===== config.mk =====
export PLATFORM = sky130hd
export DESIGN_NAME = multu_unit
export DESIGN_NICKNAME = d
export VERILOG_FILES = /design/src/rtl/multu_unit.sv
export SDC_FILE = /design/constraint.sdc
export NUM_CORES = 1
export LEC_CHECK = 0
export ABC_AREA = 1
export CORE_MARGIN = 5
export CORE_UTILIZATION = 45
export CTS_CLUSTER_DIAMETER = 40
export DETAILED_ROUTE_END_ITERATION = 7
export PLACE_DENSITY = 0.66
export SLEW_MARGIN = 10
export SYNTH_ARGS = -nofsm -noshare
export SYNTH_HDL_FRONTEND = slang
export SYNTH_SLANG_ARGS = --single-unit

===== constraint.sdc =====
create_clock -name clk -period 5.5 [get_ports clk]
set_input_delay 1.375 -clock clk [delete_from_list [all_inputs] [get_ports clk]]
set_output_delay 1.375 -clock clk [all_outputs]
set_load 0.005 [all_outputs]

===== src/rtl/multu_unit.sv =====
// Radix-2 shift-add unsigned multiplier for the EX stage: executes MULTU,
// holds HI/LO and freezes the front of the pipeline until the product lands.
module multu_unit #(
  parameter int WIDTH = 32
) (
  input  logic             clk,
  input  logic             rst,
  input  logic             start,
  input  logic [WIDTH-1:0] a,
  input  logic [WIDTH-1:0] b,
  output logic             stall,
  output logic             busy,
  output logic             done,
  output logic [WIDTH-1:0] hi,
  output logic [WIDTH-1:0] lo
);

  localparam int CNT_W = $clog2(WIDTH) + 1;
  localparam logic [CNT_W-1:0] CNT_LAST = CNT_W'(WIDTH - 1);
  localparam logic [CNT_W-1:0] CNT_ONE  = CNT_W'(1);

  typedef enum logic [1:0] {
    S_IDLE = 2'd0,
    S_BUSY = 2'd1,
    S_DONE = 2'd2
  } state_t;

  state_t           r_state;
  state_t           w_state_nxt;
  logic [WIDTH-1:0] r_mcand;
  logic [WIDTH-1:0] r_mplier;
  logic [WIDTH-1:0] r_hi;
  logic [WIDTH-1:0] r_lo;
  logic [WIDTH:0]   r_acc;
  logic [WIDTH:0]   w_sum;
  logic [CNT_W-1:0] r_cnt;
  logic             w_last;

  // Partial-product add; the extra acc bit keeps the carry out of the add.
  always_comb begin
    w_sum  = r_acc + (r_mplier[0] ? {1'b0, r_mcand} : {(WIDTH+1){1'b0}});
    w_last = (r_cnt == CNT_LAST);
  end

  // Next-state logic; DONE always returns to IDLE so start there is ignored.
  always_comb begin
    w_state_nxt = r_state;
    case (r_state)
      S_IDLE: begin
        if (start) begin
          w_state_nxt = S_BUSY;
        end else begin
          w_state_nxt = S_IDLE;
        end
      end
      S_BUSY: begin
        if (w_last) begin
          w_state_nxt = S_DONE;
        end else begin
          w_state_nxt = S_BUSY;
        end
      end
      S_DONE:  w_state_nxt = S_IDLE;
      default: w_state_nxt = S_IDLE;
    endcase
  end

  // State register.
  always_ff @(posedge clk) begin
    if (rst) begin
      r_state <= S_IDLE;
    end else begin
      r_state <= w_state_nxt;
    end
  end

  // Datapath: operand capture in IDLE, one shift-add per BUSY cycle,
  // HI/LO written only on the final iteration so they never show partial results.
  always_ff @(posedge clk) begin
    if (rst) begin
      r_mcand  <= {WIDTH{1'b0}};
      r_mplier <= {WIDTH{1'b0}};
      r_acc    <= {(WIDTH+1){1'b0}};
      r_cnt    <= {CNT_W{1'b0}};
      r_hi     <= {WIDTH{1'b0}};
      r_lo     <= {WIDTH{1'b0}};
    end else begin
      case (r_state)
        S_IDLE: begin
          if (start) begin
            r_mcand  <= a;
            r_mplier <= b;
            r_acc    <= {(WIDTH+1){1'b0}};
            r_cnt    <= {CNT_W{1'b0}};
          end
        end
        S_BUSY: begin
          r_acc    <= {1'b0, w_sum[WIDTH:1]};
          r_mplier <= {w_sum[0], r_mplier[WIDTH-1:1]};
          r_cnt    <= r_cnt + CNT_ONE;
          if (w_last) begin
            r_hi <= w_sum[WIDTH:1];
            r_lo <= {w_sum[0], r_mplier[WIDTH-1:1]};
          end
        end
        default: begin
        end
      endcase
    end
  end

  assign busy  = (r_state == S_BUSY);
  assign done  = (r_state == S_DONE);
  // Combinational so the MULTU is frozen in the very cycle it is recognised.
  assign stall = ~rst & (((r_state == S_IDLE) & start) | (r_state == S_BUSY));
  assign hi    = r_hi;
  assign lo    = r_lo;

endmodule


# Word-level counts from Yosys, hierarchy flattened
# Index checks and enable logic that the tools add are counted.
[word_totals] elab_cells=32 out_inout_bits=67 input_bits=67 ff_bits=169
[op_classes] n_mux=10 add_sub_neg=2 n_reduce_logical=5 eq_ne=4 bitwise_logic=4
[ops] cell="$pmux W33 S2" count=1
[ops] cell="$mux W32" count=2
[ops] cell="$pmux W32 S2" count=1
[ops] cell="$add A33 B32 Y33" count=1
[ops] cell="$mux W33" count=1
[ops] cell="$pmux W6 S2" count=1
[ops] cell="$add A6 B1 Y6 const B" count=1
[ops] cell="$eq A6 B5 Y1 const B" count=1
[ops] cell="$mux W6" count=1
[ops] cell="$reduce_and A2 Y1" count=3
[ops] cell="$pmux W2 S2" count=1
[ops] cell="$and A1 B1 Y1" count=2
[ops] cell="$eq A2 B1 Y1 const B" count=1
[ops] cell="$eq A2 B2 Y1 const B" count=1
[ops] cell="$logic_not A2 Y1" count=1
[ops] cell="$mux W2" count=1
[ops] cell="$ne A2 B2 Y1 const B" count=1
[ops] cell="$reduce_bool A2 Y1" count=1
[ops] cell="$mux W1" count=1
[ops] cell="$not A1 Y1" count=1
[ops] cell="$or A1 B1 Y1" count=1

# Depth between registers and ports, before layout
# Gate-level depths: netlist of the first run.
[logic_depth] depth_word=4 mapped_depth=20 ltp_nobuf=19

# Worst setup path after synthesis of the first run
# Ideal clock, no wire load.
[synth_timing] kind="in2out" start="in start" end="out stall" cell_stages=5 arrival_ns=2.035 path_slack_ns=2.090 required_ns=4.125 path_buffers=1 path_cell_list="nand2_2 -> inv_2 -> nor2_2 -> buf_2 -> nor2_1"
[synth_via] elab_chain_len=3
[synth_rtl] element="from (decl)" line="8" rtl="input logic start,"
[synth_rtl] element="$and A1 B1 Y1" line="115" rtl="assign stall = ~rst & (((r_state == S_IDLE) & start) | (r_state == S_BUSY));"
[synth_rtl] element="$or A1 B1 Y1" line="115"
[synth_rtl] element="$and A1 B1 Y1" line="115"
[synth_rtl] element="to (decl)" line="11" rtl="output logic stall,"
# No other way between the ends.

# Worst setup path after layout of the first run
# Ends and elaborated chain as after synthesis.

==> flow_metrics.py, run 1 <==
metrics = {
    "run_status": {
        "status": "finished clean",
    },
    "logic_synthesis": {
        "synthTopCellsByArea": "dfxtp_1 38%, nand2_1 17%, inv_1 9.4%, a21oi_1 5.0%, ha_1 4.7%",
        "syn_inst": 1315,
        "synth_warnings": 0,
        "synth.ff_latch_count": 168,
        "avgSynthCellArea_um2": 6.67,
        "synth_top_area_share_pct": 38.3,
        "synth_top_area_cell": "dfxtp_1",
        "syn_area_mm2": 0.00877,
        "synth_fp_nets": 1416,
        "seq_area_frac_synth_pct": 38.3,
        "ys_types": 36,
    },
    "grt": {
        "grt_usage_pct": 21.5,
        "grt_pass1_vias": 7907,
        "grt_max_degree": 94,
        "antenna_found_initial": 0,
        "grt_first_pass_wirelength_um": 38900,
        "grt-ovfl-total": 0,
    },
    "drt": {
        "routed_wl_um": 23400,
        "drtAntennaViolNets": 0,
        "dr.first_iter.drc_count": 397,
        "vias_per_cell": 4.86,
        "dr_total_vias": 8251,
        "drc": 0,
        "dr.pass1.iters": 6,
        "wl_per_cell_um": 13.8,
    },
    "worst_setup_path": {
        "worst-r2r-setup-slack_ns": 2.63,
        "worstSetupPathType": "input pin to primary output",
        "arrival_ns": 2.72,
        "crit-reg2reg-capture": "hi[23]",
        "crit_path_max_fanout": 2,
        "endpoint_kind": "primary output",
        "ff2ff_path_depth": 19,
        "rr_startpoint": "r_mplier[0]",
        "required_ns": 4.12,
        "start_kind": "input pin",
    },
    "die": {
        "coreArea_mm2": 0.0193,
        "initial_utilization_pct": 45.4,
        "die_h_um": 150,
        "die_x_um": 150,
        "ios": 134,
        "row_count": 51,
        "die_area_mm2": 0.0224,
    },
    "clock_network": {
        "clock_path_buffers": 2,
        "numClockSinks": 168,
        "cts_setup_buffers": 0,
        "holdBufCountCts": 0,
        "clkTransAtPathRegs_ns": 0.07,
        "cts_resized": 0,
        "cts_tree": "built",
        "root_buffer": "clkbuf_16",
        "clk-insertion-delay-late_ns": 0.44,
        "htree_levels": 4,
        "cts_buffers": 17,
    },
    "pwr": {
        "worst_ir_drop_vdd_uv": 221,
        "p_total_uw": 2780,
        "power.leakage_uw": 0.00532,
        "powerDensity_mw_per_mm2": 256,
    },
    "min_path": {
        "hold_path_class": "register to register",
        "worstHoldStart": "r_mplier[5]",
        "whs_endpoint": "r_mplier[5]",
        "whs_path_depth": 2,
    },
    "timing": {
        "fin_crit_sh_pct": 74.4,
        "setup_viol": 0,
        "slew-limit-headroom_pct": 38.7,
        "setup_tns_ns": 0,
        "final_hold_viol_count": 0,
        "fmax_mhz": 244,
        "drv_slew": 0,
        "layout_min_cycle_time_ns": 4.09,
        "rsz0062_at_grt": "no",
        "skew_ns": 0.00886,
        "tightest_slew_ns": 0.919,
    },
    "placement": {
        "dp_hpwl_um": 16500,
        "gp_congestion": 0.900,
        "numPortBuffers": 133,
    },
    "cells_and_area": {
        "nNetsFinal": 1519,
        "fillCellCount": 1927,
        "syn2layout_area_growth_pct": 23.6,
        "drive_gt1_share_pct": 4.40,
        "diodes": 0,
    },
    "flow_run": {
        "maxCapViolCount": 0,
    },
}
[sequential cells by signal, indices dropped and copies added (netlist names)]
signal    count
lo           32
r_cnt         6
r_acc        32
r_state       2
r_mplier     32
r_mcand      32
hi           32
[where the power goes]
group / leakage [uW] / internal (uW) / switching (uW)
logic: 0.00365 / 105 / 156
clock network: 0.000292 / 650 / 576
registers: 0.00137 / 1260 / 28.2
[placed cells by master (no fill, tap or decap), drive strengths merged]
master           n
xnor2            1
nand3           70
o21a            19
o21ai           81
nand2          388
clkinv           7
inv            229
and2             1
a31oi            3
buf              9
a21o             4
a211oi           1
xor2            14
o21bai           7
nor2           112
a221oi           2
a21oi           88
or2              1
fa               1
ha              33
nor3             8
bufinv           1
o221ai          29
clkdlybuf4s50  132
clkinvlp         1
nand4            1
nand3b           3
clkbuf          17
dfxtp          168
[cell families after synthesis]
group,Yosys count,synth area share (%)
and+or+nand+nor,584,26.8
adders and majority gates,34,4.93
DFF,168,38.3
buffers and inverters,280,12.4
xor gates and xnor gates,15,1.50
AOI/OAI and AO/OA,234,16.0
[layer usage]
metal | routed length, um | global-route usage [%] | vias to the layer above
met4 | 348 | 6.18 | 0
li1 | - | - | 4337
met3 | 1560 | 6.09 | 23
met5 | 0 | 0 | -
met1 | 11100 | 28.5 | 3725
met2 | 10500 | 34.2 | 166
[cells in the mapped netlist]
cell,number
nand2_1,386
inv_1,219
dfxtp_1,168
nor2_1,109
a21oi_1,88
o21ai_0,71
nand3_1,70
clkbuf_1,37
ha_1,33
o221ai_1,29
o21a_1,19
xor2_1,14
o21ai_2,10
buf_2,8
buf_1,7
nor3_1,7
o21bai_1,7
a21o_1,4
inv_2,4
a31oi_1,3
buf_6,3
nand3b_1,3
a221oi_1,2
buf_4,2
a211oi_1,1
and2_1,1
fa_1,1
nand2_2,1
nand2_4,1
nand4_1,1
nor2_2,1
nor2_4,1
nor2_8,1
nor3_2,1
or2_2,1
xnor2_1,1
[worst max-delay path by stage]
stage               startpoint    end  depth (start not counted)
floorplan                start  stall                          5
global placement         start  stall                          6
detailed placement       start  stall                          6
CTS                      start  stall                          6
global route             start  stall                          6
finish                   start  stall                          6
[critical path, stage by stage]
cell and delay, ns:
clkdlybuf4s50_1 0.47, nand2_2 0.06, inv_2 0.08, nor2_4 0.04
nor2_1 0.15, clkdlybuf4s50_1 0.54
[per-stage QoR]
| stage | worst slack, ns | cells | util [%] | hold slack [ns] | area, um2 |
|---|---|---|---|---|---|
| 6_report | 1.41 | 1696 | 56.1 | 0.468 | 10800 |
| 5_1_grt | 1.35 | 1696 | 56.1 | 0.489 | 10800 |
| 4_1_cts | 1.41 | 1696 | 56.1 | 0.469 | 10800 |
| 3_5_place_dp | 1.42 | 1664 | 53.0 | 0.458 | 10200 |
| 3_3_place_gp | 1.44 | 1664 | 53.0 | 0.455 | 10200 |
| 2_1_floorplan | 2.09 | 1315 | - | 0.438 | 8770 |
[final cells by class]
| class | count | area, um2 | share of cell area, % |
|---|---|---|---|
| flip-flops and latches | 168 | 3360 | 31.0 |
| clock inverters | 15 | 179 | 1.65 |
| inverters | 223 | 838 | 7.73 |
| well taps | 265 | 332 | 3.06 |
| multi-input cells | 867 | 4330 | 39.9 |
| repair buffers | 141 | 1390 | 12.8 |
| clock buffers | 17 | 425 | 3.92 |
Power figures use the tool's default switching activity.
==> run 2: changes to the inputs <==
clock period = 4.1 ns   (was 5.5 ns; I/O delays follow)
==> run 2 against run 1 <==
  * Routed wire length rose by 0.52%
  * Clock power grew 41%
  * Critical path type unchanged
  * Largest cell class unchanged
  * Highest routed layer unchanged
  * Die area stayed put
==> flow_metrics.py, run 2 (same netlist as run 1, synthesis figures left out) <==
metrics = {
    "run_status": {
        "status": "finished clean",
    },
    "timing": {
        "setup_viol": 0,
        "skew_ns": 0.00798,
        "drv_slew": 0,
        "rsz0062_at_grt": "no",
        "layout_min_cycle_time_ns": 3.37,
        "slew-limit-headroom_pct": 45.2,
        "fin_crit_sh_pct": 82.3,
        "setup_tns_ns": 0,
        "tightest_slew_ns": 0.821,
        "fmax_mhz": 296,
        "final_hold_viol_count": 0,
    },
    "cells_and_area": {
        "nNetsFinal": 1520,
        "fin_area_mm2": 0.0109,
        "drive_gt1_share_pct": 4.47,
        "final_common_cell": "nand2_1",
        "syn2layout_area_growth_pct": 24.0,
        "diodes": 0,
        "fillCellCount": 1906,
        "final_cell_mix": "386 x nand2_1, 218 x inv_1, 168 x dfxtp_1",
    },
    "die": {
        "row_count": 51,
        "die_h_um": 150,
        "initial_utilization_pct": 45.4,
        "coreArea_mm2": 0.0193,
        "ios": 134,
        "die_x_um": 150,
        "die_area_mm2": 0.0224,
    },
    "grt": {
        "grt_use_met3_pct": 6.72,
        "met1_usage_pct": 28.8,
        "grt_first_pass_wirelength_um": 39500,
        "grt_usage_pct": 21.8,
        "grt-busiest-layer": "met2",
        "use_met2_pct": 34.8,
        "grt-ovfl-total": 0,
        "grt_pass1_vias": 8063,
        "grt_max_degree": 71,
        "antenna_found_initial": 0,
    },
    "worst_setup_path": {
        "worstSetupPathType": "input pin to primary output",
        "path_buf_inv": 3,
        "worst-r2r-setup-slack_ns": 1.33,
        "cp_num_cells": 6,
        "start_kind": "input pin",
        "ff2ff_path_depth": 15,
        "crit_path_max_fanout": 2,
        "worst_path_most_repeated_cell": "clkdlybuf4s50_1",
        "critical-path-top-delay-family": "buffers and inverters",
        "crit-reg2reg-capture": "r_acc[15]",
        "endpoint_kind": "primary output",
        "crit_chain": "clkdlybuf4s50_1 -> nand2_2 -> inv_2 -> nor2_4 -> nor2_1 -> clkdlybuf4s50_1",
        "rr_startpoint": "r_mplier[0]",
        "critPathSlowestCell": "clkdlybuf4s50_1",
        "slowest_delay_ns": 0.54,
        "arrival_ns": 2.35,
        "required_ns": 3.07,
    },
    "pwr": {
        "p_clk_share_pct": 45.5,
        "combPwrFrac_pct": 9.2,
        "switching_power_uw": 949,
        "seqPwrFrac_pct": 45.3,
        "worst_ir_drop_vdd_uv": 292,
        "powerDensity_mw_per_mm2": 352,
        "p_int_uw": 2880,
        "swShare_pct": 24.8,
        "power.leakage_uw": 0.00534,
    },
    "drt": {
        "drtAntennaViolNets": 0,
        "dr.pass1.iters": 5,
        "drc": 0,
        "vias_per_cell": 4.84,
        "dr_total_vias": 8208,
        "dr.first_iter.drc_count": 471,
        "routed_wl_um": 23600,
        "wl_per_cell_um": 13.9,
    },
    "placement": {
        "gp_congestion": 0.919,
        "dpl_cell_area_mm2": 0.0103,
        "dp_hpwl_um": 16600,
        "numPortBuffers": 133,
    },
    "clock_network": {
        "clkTransAtPathRegs_ns": 0.07,
        "holdBufCountCts": 0,
        "clk-insertion-delay-late_ns": 0.43,
        "cts_setup_buffers": 0,
        "root_buffer": "clkbuf_16",
        "numClockSinks": 168,
        "clock_path_buffers": 2,
        "cts_tree": "built",
        "htree_levels": 4,
        "cts_resized": 0,
        "cts_buffers": 17,
    },
    "flow_run": {
        "maxCapViolCount": 0,
    },
    "min_path": {
        "whs_endpoint": "r_mplier[10]",
        "whs_path_depth": 2,
        "worstHoldStart": "r_mplier[10]",
        "hold_path_class": "register to register",
    },
}
## run 2: cell types whose count changed in the layout (fill, tap and decap cells not counted), sizes merged
cell and delta:
clkinvlp +1, clkbuf +1, inv -3, bufinv +3, clkinv -2, buf +1
## run 2: power groups by stage
stage	logic, uW	registers (uW)	clock network, uW
2_1_floorplan	225	1760	0
3_3_place_gp	351	1770	0
6_report	353	1730	1740
5_1_grt	401	1740	1840
4_1_cts	356	1740	1770
3_5_place_dp	355	1770	0
## run 2: worst max path at each step
| stage | from | end |
|---|---|---|
| floorplan | start | stall |
| global placement | start | stall |
| detailed placement | start | stall |
| CTS | start | stall |
| global route | start | stall |
| finish | start | stall |
## run 2: through the flow
stage / cells / hold WS (ns) / power (uW) / util, % / setup slack, ns
floorplan: 1315 / 0.438 / 1980 / - / 1.39
global placement: 1665 / 0.453 / 2120 / 53.0 / 0.747
detailed placement: 1665 / 0.459 / 2130 / 53.0 / 0.732
CTS: 1697 / 0.469 / 3860 / 56.3 / 0.719
global route: 1697 / 0.487 / 3980 / 56.3 / 0.654
finish: 1697 / 0.468 / 3830 / 56.3 / 0.726
## run 2: metal layers
metal / up-vias / share of wire, % / wire [um]
met1: 3672 / 48 / 11400
li1: 4328 / - / -
met3: 26 / 6.6 / 1550
met5: - / 0 / 0
met2: 182 / 44 / 10300
met4: 0 / 1.5 / 350
## run 2: area by class of cell
cell class / instances / area [um2] / share of cell area (%)
Clock buffer: 18 / 439 / 4.03
Tap cell: 265 / 332 / 3.05
Clock inverter: 14 / 193 / 1.77
Timing Repair Buffer: 142 / 1390 / 12.8
Inverter: 223 / 838 / 7.70
Multi-Input combinational cell: 867 / 4330 / 39.7
Sequential cell: 168 / 3360 / 30.9
## run 2: worst reg2reg max path, stage by stage (launching register included)
cell and delay [ns]:
dfxtp_1 0.68, nand2_1 0.12, inv_1 0.07, ha_1 0.15, inv_1 0.06, fa_1 0.41, inv_1 0.11, nand3_1 0.07
nand2_1 0.13, nand2_1 0.07, nand2_1 0.11, nand2_1 0.06, nand2_1 0.14, xor2_1 0.29, nand2_1 0.09, a21oi_1 0.13
